===== src/rtl/pc_fetch_ctrl.sv =====
// Fetch-stage PC controller: owns the fetch PC, drives imem address,
// tags returned instructions and handles branch-unit redirects.
module pc_fetch_ctrl #(
    parameter int PC_W  = 9,
    parameter int CNT_W = 16
) (
    input  logic             clk,
    input  logic             reset,
    input  logic             Stall,
    input  logic             PcSel,
    input  logic             JalSel,
    input  logic [31:0]      BrPC,
    input  logic [31:0]      Instr_In,
    output logic [PC_W-1:0]  Imem_Addr,
    output logic [31:0]      Instr_Out,
    output logic [PC_W-1:0]  Cur_PC,
    output logic             Instr_Valid,
    output logic             Flush_IfId,
    output logic             Flush_IdEx,
    output logic             Target_Err,
    output logic [CNT_W-1:0] Br_Count,
    output logic [CNT_W-1:0] Jmp_Count
);

    typedef enum logic [1:0] {
        BOOT,
        RUN,
        SQUASH,
        HALT
    } state_t;

    state_t           r_state;
    state_t           w_state_nxt;
    logic [PC_W-1:0]  r_fetch_pc;
    logic [PC_W-1:0]  r_resp_pc;
    logic [PC_W-1:0]  w_fetch_nxt;
    logic [PC_W-1:0]  w_resp_nxt;
    logic [PC_W-1:0]  w_fetch_inc;
    logic             r_err;
    logic             w_err_nxt;
    logic [CNT_W-1:0] r_br_cnt;
    logic [CNT_W-1:0] r_jmp_cnt;
    logic             w_redir;
    logic             w_bad_tgt;
    logic             w_inc_br;
    logic             w_inc_jmp;

    assign w_fetch_inc = r_fetch_pc + PC_W'(4);
    assign w_bad_tgt   = (BrPC[1:0] != 2'b00) || (BrPC[31:PC_W] != '0);
    assign w_redir     = PcSel && (r_state != HALT);

    always_comb begin
        w_state_nxt = r_state;
        w_fetch_nxt = r_fetch_pc;
        w_resp_nxt  = r_resp_pc;
        w_err_nxt   = r_err;
        w_inc_br    = 1'b0;
        w_inc_jmp   = 1'b0;
        if (w_redir) begin
            w_inc_jmp = JalSel;
            w_inc_br  = !JalSel;
            if (w_bad_tgt) begin
                w_err_nxt   = 1'b1;
                w_state_nxt = HALT;
            end else begin
                w_fetch_nxt = BrPC[PC_W-1:0];
                w_resp_nxt  = r_fetch_pc;
                w_state_nxt = SQUASH;
            end
        end else begin
            unique case (r_state)
                BOOT, SQUASH: begin
                    w_resp_nxt  = r_fetch_pc;
                    w_fetch_nxt = w_fetch_inc;
                    w_state_nxt = RUN;
                end
                RUN: begin
                    // a stall holds everything so the held instruction re-reads
                    if (!Stall) begin
                        w_resp_nxt  = r_fetch_pc;
                        w_fetch_nxt = w_fetch_inc;
                    end
                end
                HALT: begin
                    w_state_nxt = HALT;
                end
            endcase
        end
    end

    always_ff @(posedge clk) begin
        if (!reset) begin
            r_state    <= BOOT;
            r_fetch_pc <= '0;
            r_resp_pc  <= '0;
            r_err      <= 1'b0;
            r_br_cnt   <= '0;
            r_jmp_cnt  <= '0;
        end else begin
            r_state    <= w_state_nxt;
            r_fetch_pc <= w_fetch_nxt;
            r_resp_pc  <= w_resp_nxt;
            r_err      <= w_err_nxt;
            if (w_inc_br && (r_br_cnt != '1))
                r_br_cnt <= r_br_cnt + CNT_W'(1);
            if (w_inc_jmp && (r_jmp_cnt != '1))
                r_jmp_cnt <= r_jmp_cnt + CNT_W'(1);
        end
    end

    assign Imem_Addr   = ((r_state == RUN) && Stall && !PcSel)
                         ? r_resp_pc : r_fetch_pc;
    assign Instr_Out   = Instr_In;
    assign Cur_PC      = r_resp_pc;
    assign Instr_Valid = reset && (r_state == RUN);
    assign Flush_IfId  = reset && w_redir;
    assign Flush_IdEx  = reset && w_redir;
    assign Target_Err  = r_err;
    assign Br_Count    = r_br_cnt;
    assign Jmp_Count   = r_jmp_cnt;

endmodule


===== config.mk =====
export PLATFORM = sky130hd
export DESIGN_NAME = pc_fetch_ctrl
export DESIGN_NICKNAME = d
export VERILOG_FILES = /design/src/rtl/pc_fetch_ctrl.sv
export SDC_FILE = /design/constraint.sdc
export NUM_CORES = 1
export LEC_CHECK = 0
export ABC_AREA = 1
export CAP_MARGIN = 20
export CORE_UTILIZATION = 45
export CTS_CLUSTER_SIZE = 25
export DETAILED_ROUTE_END_ITERATION = 7
export HOLD_SLACK_MARGIN = 0.08
export PLACE_DENSITY = 0.83
export SKIP_CTS_REPAIR_TIMING = 1
export SYNTH_ARGS = -nofsm -noshare
export SYNTH_HDL_FRONTEND = slang
export SYNTH_SLANG_ARGS = --single-unit

===== constraint.sdc =====
create_clock -name clk -period 3.3 [get_ports clk]
set_input_delay 0.33 -clock clk [delete_from_list [all_inputs] [get_ports clk]]
set_output_delay 0.33 -clock clk [all_outputs]
set_load 0.03 [all_outputs]

; ---- After elaboration in Yosys (flattened, before gate mapping)
; Cells that the tools add are included.
[totals]
register_bits = 53
input_bits = 69
output_inout_bits = 86
word_cells = 49
[classes]
addsub = 3
eq_ne = 8
mux = 14
n_reduce_logical = 18
[ops]
columns = operator, count
row1 = 9-bit 2-to-1 mux, 7
row2 = 9-bit one-hot mux with 2 select lines, 2
row3 = 16-bit by 1-bit adder with 16-bit output (second input constant), 2
row4 = 16-bit != test (second input constant), 2
row5 = 23-bit nonzero test, 1
row6 = 9-bit by 3-bit adder with 9-bit output (second input constant), 1
row7 = 1-bit logical AND, 7
row8 = 3-bit nonzero test, 2
row9 = 2-bit == test (second input constant), 2
row10 = 2-bit != test (second input constant), 2
row11 = 2-bit one-hot mux with 2 select lines, 1
row12 = 1-bit 2-to-1 mux, 3
row13 = 3-bit != test (second input constant), 1
row14 = 3-bit AND reduction, 1
row15 = 2-bit by 1-bit == test with 1-bit output (second input constant), 1
row16 = 1-bit zero test, 2
row17 = 2-bit zero test, 1
row18 = 2-bit 2-to-1 mux, 1
row19 = 2-bit AND reduction, 1
row20 = 2-bit nonzero test, 1
row21 = 2-bit OR reduction, 1
row22 = 1-bit logical OR, 1

; ---- Logic depth before layout (Yosys ltp)
[logic_depth]
ltp_word = 4
depth_mapped = 9
depth_no_buf = 9

; ---- Worst setup path before layout
; No wires, ideal clock.
[synth_timing]
path_kind = input -> output
from = input port reset
to = output port Flush_IfId
arrival_ps = 1491
required_time_ps = 2970
path_slack_ps = 1479
path_stages = 4
path_buffers = 2
path_cell_list = clkinv_1 buf_1 nor2_1 buf_4
[synth_via]
elab_chain_cells = 1
[synth_rtl]
columns = element, line_no
row1 = from (decl), 8  ; input logic reset,
row2 = 1-bit logical AND, n/a
row3 = to (decl), 18  ; output logic Flush_IfId,
; No other way between the ends.

; ---- Final worst setup path
[layout_timing]
from = register r_state[0]
to = output port Imem_Addr[1]
[layout_via]
elab_chain_cells = 4
[layout_rtl]
columns = element, line_no
row1 = from (decl), 32  ; state_t r_state;
row2 = from (signal assigned), 100  ; r_state <= w_state_nxt;
row3 = 2-bit by 1-bit == test with 1-bit output, 111  ; assign Imem_Addr = ((r_state == RUN) && Stall && !PcSel)
row4 = 1-bit logical AND (2 in a row), 111
row5 = 9-bit 2-to-1 mux, 112  ; ? r_resp_pc : r_fetch_pc;
row6 = to (decl), 14  ; output logic [PC_W-1:0] Imem_Addr,
; No other way between the ends.

==> results.json <==
{
  "vias": 3274,
  "finalWirelength_um": 7990,
  "cts.reportedPaths.clkPinSlew_ns": 0.10,
  "dp_hpwl_um": 6050,
  "detail-route-antenna-nets": 0,
  "grt_max_degree": 29,
  "wl_per_cell_um": 12.0,
  "design.core.area_um2": 7250,
  "min_period_over_period_pct": 79.1,
  "pin_count": 155,
  "clk_latency_ns": 0.30,
  "grt_antenna_before_repair": 0,
  "start_util_pct": 46.6,
  "nNetsFinal": 638,
  "grt_pass1_vias": 3161,
  "die_y_um": 88.7,
  "multiInputGateArea_um2": 1830,
  "finalSetupViolations": 0,
  "syn_avg_cell_area_um2": 6.61,
  "drtIter0Drc": 154,
  "gp_congestion": 0.864,
  "min_path_type": "reg -> reg",
  "end_kind": "output port",
  "firstDrtPassIters": 4,
  "synth_top_cell_by_area": "dfxtp_1",
  "ir_drop_mv": 0.144,
  "min_period_ns": 2.61,
  "cellPowerDensity_nw_per_um2": 317,
  "dp.cells": 658,
  "cts_made_buffers": 5,
  "stdcell_count": 666,
  "hold_viol": 0,
  "htreeDepth": 2,
  "arrival_ns": 2.28,
  "ys_ff_latch": 53,
  "grt_pass1_wl_um": 13400,
  "grt_use_total_pct": 21.1,
  "viasPerCell": 4.92,
  "critical_path_required_ns": 2.97,
  "clk_path_buf_depth": 2,
  "yosysWarnings": 0,
  "maxSlewViolCount": 0,
  "ff_latch_area_um2": 1060,
  "status": "finished, final reports clean",
  "tns_ns": 0,
  "yosysUniqueCellTypes": 36,
  "fin_skew_ns": 0.00276,
  "relSlewSlack_pct": 60.3,
  "worst_pin_slew_ns": 0.594,
  "p_leak_nw": 1.58,
  "die-area_um2": 7870,
  "max_freq_mhz": 383,
  "cts.sinks": 53,
  "seq_area_frac_synth_pct": 31.4,
  "crit_path_max_fanout": 19,
  "grt_overflow_total": 0,
  "worstSetupPathType": "reg -> out",
  "final.fill_count": 706,
  "synth_top_area_share_pct": 31.4,
  "start_kind": "flip-flop",
  "insertedDiodeCount": 0,
  "portBuffers": 90,
  "tritoncts": "yes",
  "root_buffer": "clkbuf_8",
  "syn_inst": 512,
  "drive_gt1_share_pct": 8.99,
  "final_util_pct": 57.4,
  "syn-num-nets": 584,
  "synth_area_leaders": "dfxtp_1 31%, nand2_1 17%, nor2_1 9.2%",
  "route.detailed.drc": 0,
  "rows": 31,
  "synth_area_um2": 3380,
  "drv_cap": 0,
  "synthToLayoutAreaGrowth_pct": 23.0,
  "die_w_um": 88.7,
  "rsz0062_at_grt": "no"
}
==> cells in the mapped netlist (all sizes together) <==
cell / count
o21ai: 19
nor3b: 2
ha: 3
nand4: 9
nor2: 88
a31oi: 1
xnor2: 6
nand3: 37
a21oi: 32
xor2: 8
clkinv: 1
buf: 43
nand2: 162
clkbuf: 2
nor3: 7
o21a: 1
dfxtp: 53
inv: 38
==> per-stage QoR <==
| step | cell area, um^2 | power (mW) | hold slack (ns) | setup WS, ns |
|---|---|---|---|---|
| 6_report | 4160 | 1.32 | 0.458 | 0.691 |
| 5_1_grt | 4160 | 1.38 | 0.499 | 0.506 |
| 4_1_cts | 4160 | 1.33 | 0.461 | 0.668 |
| 3_5_place_dp | 4080 | 0.973 | 0.446 | 0.703 |
| 3_3_place_gp | 4080 | 0.967 | 0.439 | 0.763 |
| 2_1_floorplan | 3380 | 0.940 | 0.436 | 1.48 |
==> worst paths after layout <==
path	start	to	cells after the start	slack [ns]
setup / recovery	r_state[0]$_SDFFE_PN0P_	Imem_Addr[1]	7	0.69
hold / removal	Target_Err$_SDFFE_PN0P_	Target_Err$_SDFFE_PN0P_	2	0.46
setup reg to reg	Jmp_Count[0]$_SDFFE_PN0P_	Jmp_Count[9]$_SDFFE_PN0P_	8	1.41
hold reg to reg	Target_Err$_SDFFE_PN0P_	Target_Err$_SDFFE_PN0P_	2	0.46
==> power by group <==
| group | internal [mW] | switching, mW | total [mW] |
|---|---|---|---|
| registers | 0.662 | 0.0219 | 0.684 |
| logic | 0.117 | 0.157 | 0.274 |
| clock network | 0.147 | 0.216 | 0.363 |
| total | 0.927 | 0.395 | 1.32 |
==> per-layer routing <==
layer,vias to the layer above,track usage (%),part of all wire [%]
li1,1692,-,-
met1,1471,24.2,43
met2,101,39.2,50
met3,10,4.48,6.1
met4,0,5.72,0.86
met5,-,0,0
==> critical path, stage by stage, from the launching register on <==
cell and delay (ns):
dfxtp_1 0.38, inv_1 0.07, nor2_1 0.08, nand2_1 0.09
nor2_2 0.47, nand2_1 0.09, o21ai_0 0.10, clkdlybuf4s50_1 0.70
==> final cells by class <==
| cell class | count | share of cell area (%) |
|---|---|---|
| inverter | 39 | 3.58 |
| multi-input combinational | 375 | 44.0 |
| tap | 99 | 2.98 |
| clock inverter | 3 | 0.421 |
| timing repair buffer | 92 | 21.8 |
| clock buffer | 5 | 1.65 |
| sequential | 53 | 25.5 |
==> state kept, by name, indices dropped and copies added (netlist names) <==
register,flops
Target_Err,1
Br_Count,16
r_fetch_pc,9
Cur_PC,9
r_state,2
Jmp_Count,16
==> placed cells by master, fill, tap and decap left out, types with 6 or more instances in the layout <==
cell type and instances:
a21oi_2 11, o21ai_0 16, nand2_2 10, nand3_1 35, xnor2_1 6, dfxtp_1 53, nand2_1 149, clkdlybuf4s50_1 87
nand4_1 8, nor2_1 83, inv_1 37, a21oi_1 21, xor2_1 8
==> cell families after synthesis <==
logic type | share of synthesized area (%)
xor+xnor | 3.62
buf+inv | 14.5
flops | 31.4
compound gates | 9.50
fa+ha+maj | 1.11
simple gates | 39.9
Power figures use the tool's default switching activity.
